[src/rtl/gnr_pkg.sv]
// Shared types and helpers for the gene-regulatory-network node: regulation score,
// saturating state step and width derivations.
package gnr_pkg;

    typedef enum logic [1:0] {
        DIR_HOLD = 2'd0,
        DIR_UP   = 2'd1,
        DIR_DOWN = 2'd2
    } dir_e;

    // Signed score must hold -NUM_IN..+NUM_IN
    function automatic int score_w(input int n_in);
        return $clog2(n_in + 1) + 1;
    endfunction

    // Divider count width; DIV=1 still gets a (constant zero) bit
    function automatic int cnt_w(input int div);
        return (div <= 2) ? 1 : $clog2(div);
    endfunction

    // Inputs flagged as both activator and inhibitor cancel out
    function automatic int score_calc(input logic [31:0] on_v,
                                      input logic [31:0] act_v,
                                      input logic [31:0] inh_v);
        int s;
        s = 0;
        for (int i = 0; i < 32; i++) begin
            if (on_v[i] && act_v[i] && !inh_v[i]) s = s + 1;
            if (on_v[i] && inh_v[i] && !act_v[i]) s = s - 1;
        end
        return s;
    endfunction

    function automatic logic [31:0] sat_step(input logic [31:0] st,
                                             input logic [31:0] maxv,
                                             input dir_e        dir);
        logic [31:0] r;
        r = st;
        case (dir)
            DIR_UP:   if (st != maxv)  r = st + 32'd1;
            DIR_DOWN: if (st != 32'd0) r = st - 32'd1;
            default:  r = st;
        endcase
        return r;
    endfunction

endpackage

[src/rtl/gnr_node_ecm_if.sv]
// Bundle of the node's control, regulator and state-export signals.
interface gnr_node_ecm_if #(
    parameter int WIDTH      = 1,
    parameter int NUM_COPIES = 2,
    parameter int NUM_IN     = 4
);
    logic                                reset_nos;
    logic [WIDTH-1:0]                    init_state;
    logic [NUM_COPIES-1:0]               start;
    logic [NUM_IN-1:0]                   act_mask;
    logic [NUM_IN-1:0]                   inh_mask;
    logic [NUM_COPIES*NUM_IN*WIDTH-1:0]  reg_in;
    logic [NUM_COPIES*WIDTH-1:0]         state;
    logic [NUM_COPIES*WIDTH-1:0]         ecm_state;
    logic [NUM_COPIES-1:0]               upd;
    logic [NUM_COPIES-1:0]               stable;

    modport master (
        output reset_nos, init_state, start, act_mask, inh_mask, reg_in,
        input  state, ecm_state, upd, stable
    );

    modport slave (
        input  reset_nos, init_state, start, act_mask, inh_mask, reg_in,
        output state, ecm_state, upd, stable
    );
endinterface

[src/rtl/gnr_node_lane.sv]
// One state copy: divider, saturating activator/inhibitor update and upd pulse.
// Settling detector built only with GNR_NODE_STABLE_DETECT_EN.
module gnr_node_lane
    import gnr_pkg::*;
#(
    parameter int WIDTH      = 1,
    parameter int NUM_IN     = 4,
    parameter int DIV        = 2,
    parameter int STABLE_LEN = 4
) (
    input  logic                    clk,
    input  logic                    rst_n,
    input  logic                    reset_nos_i,
    input  logic [WIDTH-1:0]        init_state_i,
    input  logic                    start_i,
    input  logic [NUM_IN-1:0]       act_mask_i,
    input  logic [NUM_IN-1:0]       inh_mask_i,
    input  logic [NUM_IN*WIDTH-1:0] reg_in_i,
    output logic [WIDTH-1:0]        state_o,
    output logic                    upd_o,
    output logic                    stable_o
);
    localparam int SCORE_W = score_w(NUM_IN);
    localparam int CNT_W   = cnt_w(DIV);
    localparam logic [31:0] MAXV = (32'd1 << WIDTH) - 32'd1;

    typedef logic [CNT_W-1:0] cnt_t;

    logic [WIDTH-1:0]          state_q, state_d, next_st;
    cnt_t                      cnt_q, cnt_d;
    logic                      upd_q, upd_d;
    logic [31:0]               on_v;
    logic signed [SCORE_W-1:0] score;
    dir_e                      dir;
    logic                      do_upd;

    always_comb begin
        on_v = '0;
        for (int i = 0; i < NUM_IN; i++) on_v[i] = |reg_in_i[i*WIDTH +: WIDTH];
        score = SCORE_W'(score_calc(on_v, 32'(act_mask_i), 32'(inh_mask_i)));
        if (score == '0)             dir = DIR_HOLD;
        else if (score[SCORE_W-1])   dir = DIR_DOWN;
        else                         dir = DIR_UP;
        next_st = WIDTH'(sat_step(32'(state_q), MAXV, dir));
        do_upd  = start_i && (cnt_q == '0);
    end

    always_comb begin
        state_d = state_q;
        cnt_d   = cnt_q;
        upd_d   = 1'b0;
        if (reset_nos_i) begin
            state_d = init_state_i;
            cnt_d   = '0;
        end else if (start_i) begin
            if (do_upd) begin
                state_d = next_st;
                cnt_d   = cnt_t'(DIV - 1);
                upd_d   = 1'b1;
            end else begin
                cnt_d = cnt_q - cnt_t'(1);
            end
        end
    end

    always_ff @(posedge clk or negedge rst_n) begin
        if (!rst_n) begin
            state_q <= '0;
            cnt_q   <= '0;
            upd_q   <= 1'b0;
        end else begin
            state_q <= state_d;
            cnt_q   <= cnt_d;
            upd_q   <= upd_d;
        end
    end

    assign state_o = state_q;
    assign upd_o   = upd_q;

`ifdef GNR_NODE_STABLE_DETECT_EN
    localparam int STAB_W = $clog2(STABLE_LEN + 1);
    logic [STAB_W-1:0] stab_q, stab_d;

    // Counts consecutive updates that left the state unchanged
    always_comb begin
        stab_d = stab_q;
        if (reset_nos_i) begin
            stab_d = '0;
        end else if (do_upd) begin
            if (next_st != state_q)                   stab_d = '0;
            else if (stab_q != STAB_W'(STABLE_LEN))   stab_d = stab_q + STAB_W'(1);
        end
    end

    always_ff @(posedge clk or negedge rst_n) begin
        if (!rst_n) stab_q <= '0;
        else        stab_q <= stab_d;
    end

    assign stable_o = (stab_q == STAB_W'(STABLE_LEN));
`else
    assign stable_o = 1'b0;
`endif

endmodule

[src/rtl/gnr_node_ecm.sv]
// GNR node top: NUM_COPIES independent lanes sharing masks, init value and reload.
// Optional settling detector: GNR_NODE_STABLE_DETECT_EN.
module gnr_node_ecm #(
    parameter int WIDTH      = 1,
    parameter int NUM_COPIES = 2,
    parameter int NUM_IN     = 4,
    parameter int DIV        = 2,
    parameter int STABLE_LEN = 4
) (
    input  logic          clk,
    input  logic          rst_n,
    gnr_node_ecm_if.slave bus
);
    logic [NUM_COPIES*WIDTH-1:0] state_w;
    logic [NUM_COPIES-1:0]       upd_w;
    logic [NUM_COPIES-1:0]       stable_w;

    for (genvar k = 0; k < NUM_COPIES; k++) begin : g_lane
        gnr_node_lane #(
            .WIDTH      (WIDTH),
            .NUM_IN     (NUM_IN),
            .DIV        (DIV),
            .STABLE_LEN (STABLE_LEN)
        ) u_lane (
            .clk          (clk),
            .rst_n        (rst_n),
            .reset_nos_i  (bus.reset_nos),
            .init_state_i (bus.init_state),
            .start_i      (bus.start[k]),
            .act_mask_i   (bus.act_mask),
            .inh_mask_i   (bus.inh_mask),
            .reg_in_i     (bus.reg_in[k*NUM_IN*WIDTH +: NUM_IN*WIDTH]),
            .state_o      (state_w[k*WIDTH +: WIDTH]),
            .upd_o        (upd_w[k]),
            .stable_o     (stable_w[k])
        );
    end

    assign bus.state     = state_w;
    assign bus.ecm_state = state_w;
    assign bus.upd       = upd_w;
    assign bus.stable    = stable_w;

endmodule

[src/flat_wrapper.sv]
// flat-port wrapper written by rule: the top's interface ports become plain ports
module gnr_node_ecm_flat 
#(
    parameter int WIDTH      = 1,
    parameter int NUM_COPIES = 2,
    parameter int NUM_IN     = 4,
    parameter int DIV        = 2,
    parameter int STABLE_LEN = 4
)
  (clk, rst_n, bus_reset_nos, bus_init_state, bus_start, bus_act_mask, bus_inh_mask, bus_reg_in, bus_state, bus_ecm_state, bus_upd, bus_stable);
  gnr_node_ecm_if #(.WIDTH(WIDTH), .NUM_COPIES(NUM_COPIES), .NUM_IN(NUM_IN)) bus_i ();
  input  logic clk;
  input  logic rst_n;
  input wire logic [$bits(bus_i.reset_nos)-1:0] bus_reset_nos;
  input wire logic [$bits(bus_i.init_state)-1:0] bus_init_state;
  input wire logic [$bits(bus_i.start)-1:0] bus_start;
  input wire logic [$bits(bus_i.act_mask)-1:0] bus_act_mask;
  input wire logic [$bits(bus_i.inh_mask)-1:0] bus_inh_mask;
  input wire logic [$bits(bus_i.reg_in)-1:0] bus_reg_in;
  output wire logic [$bits(bus_i.state)-1:0] bus_state;
  output wire logic [$bits(bus_i.ecm_state)-1:0] bus_ecm_state;
  output wire logic [$bits(bus_i.upd)-1:0] bus_upd;
  output wire logic [$bits(bus_i.stable)-1:0] bus_stable;
  assign bus_i.reset_nos = bus_reset_nos;
  assign bus_i.init_state = bus_init_state;
  assign bus_i.start = bus_start;
  assign bus_i.act_mask = bus_act_mask;
  assign bus_i.inh_mask = bus_inh_mask;
  assign bus_i.reg_in = bus_reg_in;
  assign bus_state = bus_i.state;
  assign bus_ecm_state = bus_i.ecm_state;
  assign bus_upd = bus_i.upd;
  assign bus_stable = bus_i.stable;
  gnr_node_ecm #(.WIDTH(WIDTH), .NUM_COPIES(NUM_COPIES), .NUM_IN(NUM_IN), .DIV(DIV), .STABLE_LEN(STABLE_LEN)) u_core (.clk(clk), .rst_n(rst_n), .bus(bus_i));
endmodule
[config.mk]
export PLATFORM = sky130hd
export DESIGN_NAME = gnr_node_ecm_flat
export DESIGN_NICKNAME = d
export VERILOG_FILES = /design/src/rtl/gnr_pkg.sv /design/src/rtl/gnr_node_ecm_if.sv /design/src/rtl/gnr_node_lane.sv /design/src/rtl/gnr_node_ecm.sv /design/src/flat_wrapper.sv
export SDC_FILE = /design/constraint.sdc
export NUM_CORES = 1
export LEC_CHECK = 0
export CORE_MARGIN = 2
export CORE_UTILIZATION = 25
export CTS_CLUSTER_SIZE = 30
export DETAILED_ROUTE_END_ITERATION = 10
export GPL_ROUTABILITY_DRIVEN = 1
export SYNTH_ARGS = -nofsm -noshare
export SYNTH_HDL_FRONTEND = slang
export SYNTH_HIERARCHICAL = 1
export SYNTH_SLANG_ARGS = --single-unit
[constraint.sdc]
create_clock -name clk -period 2.4 [get_ports clk]
set_input_delay 0.24 -clock clk [delete_from_list [all_inputs] [get_ports clk]]
set_output_delay 0.24 -clock clk [all_outputs]
set_load 0.03 [all_outputs]
==> summary.md <==
| Metric | Value |
|---|---|
| Outcome | `finished with violations` |
| Failing checks | `negative setup slack` |
| Hold Fails Final Rpt | `0` |
| DRC errors left | `0` |
| Syn-to-layout area delta | `77.83%` |
| Worst R2R Setup Slack | `0.95 ns` |
| Mapped Area | `1767 sq um` |
| Final setup vio count | `2` |
| EDFF count, synth | `0` |
| Final Skew | `0.00007568 ns` |
| Area of the core | `6832 sq um` |
| Crit end category | `register` |
| Final #Nets | `371` |
| Dpl ws | `-2.094 ns` |
| RR Endpoint | `u_core/g_lane[0].u_lane/state_o` |
| FFs w/ async S/R, synth | `100.0%` |
| Die area | `7755 sq um` |
| Clk slew on worst S/H paths | `0.04 ns` |
| Register Area | `150.1 sq um` |
| Crit path max fanout | `4` |
| CTS buffer count | `3` |
| Vias in the first global route | `1931` |
| TritonCTS clock tree | `yes` |
| Grt ovf | `0` |
| Post-Route WL | `5126 um` |
| Core Util, Final | `45.99%` |
| Worst r2r src | `u_core/g_lane[0].u_lane/cnt_q` |
| Slack of the critical path | `-1.461 ns` |
| DRT iter0 DRCs | `35` |
| Detailed Routing Iterations Pass 1 | `4` |
| CP arrival | `3.99 ns` |
| IO Count | `30` |
| Die height | `88.07 um` |
| Placer Congestion | `0.7930` |
| Critical path type | `input port to register` |
| Max Root-Sink Buffers | `2` |
| #FFs+latches synth | `6` |
| I/O Buffers | `27` |
| Die Width | `88.07 um` |
| First-pass GRT wire length | `8155 um` |
| CP Data Required Time | `2.53 ns` |
| Syn_nets | `246` |
| Ys Warns | `6` |
| Routed Antenna Nets | `0` |
| Power Density | `332.6 nW/um^2` |
| Post-synthesis sequential area ratio | `8.499%` |
| CTS Hold Bufs | `0` |
| MaxCap Viol Count | `0` |
| Slew Limit Fails | `0` |
| Top cells by area, synth | `dfrtp_1 (8.5%), ha_1 (8.5%), xnor2_1 (6.9%), xnor2_2 (5.5%), xor2_1 (5.0%)` |
| Cell taking the most area after synthesis | `dfrtp_1` |
| Layout fillers | `675` |
| Layout cells sized above 1 | `50.75%` |
| Worst skew pair latency | `0.22 ns` |
| Syn Inst Count | `212` |
| Ys flop type | `dfrtp_1` |
| Worst VDD drop | `0.1327 mV` |
| Synthesized area per cell | `8.333 sq um` |
| Antenna cell count | `0` |
| Leak | `1.432 nW` |
| Multi-input logic area | `1730 sq um` |
| DP Wirelength | `3809 um` |
| R2R cell count | `5` |
| Minimum clock period | `3.861 ns` |
| Clock root buffer | `clkbuf_8` |
| GRT Total Usage | `12.83%` |
| Vias per cell | `4.617` |
| Final instance area | `3142 sq um` |
| Share of the synthesized area in the top cell type | `8.499%` |
| Critical path startpoint category | `input port` |
| H-tree depth | `1` |
| Largest net degree at the start of global routing | `13` |
| Worst hold path type | `input port to async pin` |
| DR vias | `1990` |
| Initial Utilization | `25.86%` |
| Number of distinct library cells after synthesis | `43` |
| Highest clock rate | `259.0 MHz` |
| Initial antenna violation count | `0` |
| Area after DPL | `2660 sq um` |
| Unrepaired setup endpoints after global routing | `true` |
| Wire length per cell | `11.89 um` |
| Final period util | `160.9%` |
| CTS sink cnt | `6` |
| Rows | `30` |
==> state kept, by name, indices dropped and copies added, names as in the netlist <==
register / cells
u_core/g_lane.u_lane/upd_o: 2
u_core/g_lane.u_lane/cnt_q: 2
u_core/g_lane.u_lane/state_o: 2
==> power breakdown <==
group / switching, mW / leakage (nW) / internal (mW)
combinational: 0.346 / 1.34 / 0.429
sequential: 0.00624 / 0.0743 / 0.111
clock: 0.0451 / 0.0216 / 0.108
==> how the worst max path moves through the flow <==
stage,start,endpoint,slack [ns],cells after the start
after detailed placement,bus_act_mask[0],u_core/g_lane[1].u_lane/state_o,-2.09,23
after global placement,bus_inh_mask[0],u_core/g_lane[1].u_lane/state_o,-2.04,22
after global routing,bus_inh_mask[0],u_core/g_lane[1].u_lane/state_o,-1.65,23
after CTS,bus_inh_mask[0],u_core/g_lane[1].u_lane/state_o,-1.43,23
final,bus_inh_mask[0],u_core/g_lane[1].u_lane/state_o,-1.46,23
after floorplan,bus_act_mask[0],u_core/g_lane[0].u_lane/state_o,-1.32,20
==> synth_stat cells (all sizes together) (4+ instances only) <==
cell / count
a21oi: 10
a2bb2oi: 4
and3b: 8
and4bb: 6
buf: 10
dfrtp: 6
ha: 12
inv: 16
nand2: 18
nand2b: 6
nand3: 4
nand3b: 10
nor2: 8
nor3: 8
nor4: 4
o211ai: 4
o21ai: 18
o32a: 4
or2b: 4
xnor2: 20
xor2: 10
==> stage by stage <==
step / hold WS (ns) / setup TNS [ns] / power (mW) / instances
after floorplan: -0.05559 / -2.650 / 0.4909 / 212
after global placement: 0.4995 / -3.941 / 0.7258 / 395
after detailed placement: 0.4952 / -4.147 / 0.7407 / 395
after CTS: 0.2572 / -2.803 / 1.004 / 427
after global routing: 0.2796 / -3.280 / 1.118 / 431
final: 0.2496 / -2.874 / 1.045 / 431
==> layout by cell type, fill, tap and decap left out, types with 4 or more instances in the layout <==
cell and instances:
nand3b_1 8, o21ai_0 10, ha_4 6, xor2_1 9
buf_4 102, nor4_2 4, clkdlybuf4s50_1 19, nand2_1 14
nor3_1 5, and4bb_1 4, ha_1 6, xnor2_1 12
inv_1 14, nand2b_1 6, a21oi_1 9, and3b_1 6
nor2_1 6, dfrtp_1 6, o21ai_1 6, xnor2_2 6
==> repair_timing <==
action	4_1_cts	5_1_grt
setup buffers	29	4
endpoints found under the setup margin	2	2
gates resized for setup	42	16
pin swaps	32	28
==> worst max-delay path: stages <==
cell and delay (ns):
buf_6 0.10, buf_6 0.11, nand3b_1 0.18, inv_2 0.09
ha_4 0.21, xnor2_4 0.14, ha_4 0.26, and4bb_2 0.23
a211oi_2 0.19, nand2_1 0.12, o21ai_1 0.10, ha_1 0.25
or2b_4 0.27, nand2_4 0.07, ha_4 0.14, nand2_4 0.06
xor2_4 0.16, xnor2_2 0.15, xnor2_2 0.26, a2bb2oi_2 0.17
xnor2_1 0.08, xor2_1 0.18, a221oi_2 0.23
==> cells by family after synthesis <==
kind of cell / count (synthesis) / synth area share [%]
other: 2 / 0.4251
flip-flops: 6 / 8.498
XOR/XNOR: 30 / 17.42
buffers and inverters: 26 / 8.498
AO/OA/AOI/OAI: 54 / 25.92
multiplexers: 2 / 1.133
adder cells (fa/ha/maj): 12 / 8.498
AND/OR/NAND/NOR: 80 / 29.60
==> layer usage <==
layer  part of all wire [%]  track usage, %  wire [um]
met5                      0               0          0
met4                    1.0           3.306         53
met3                    3.5          0.7540        178
met2                     53           25.28       2732
met1                     42           14.88       2162
==> cell type report <==
type | count | share of cell area, %
timing repair buffer | 130 | 33.09
multi-input combinational | 180 | 55.08
tap | 96 | 3.823
inverter | 16 | 1.912
sequential | 6 | 4.779
clock buffer | 3 | 1.314
(Power assumes the default switching activity.)
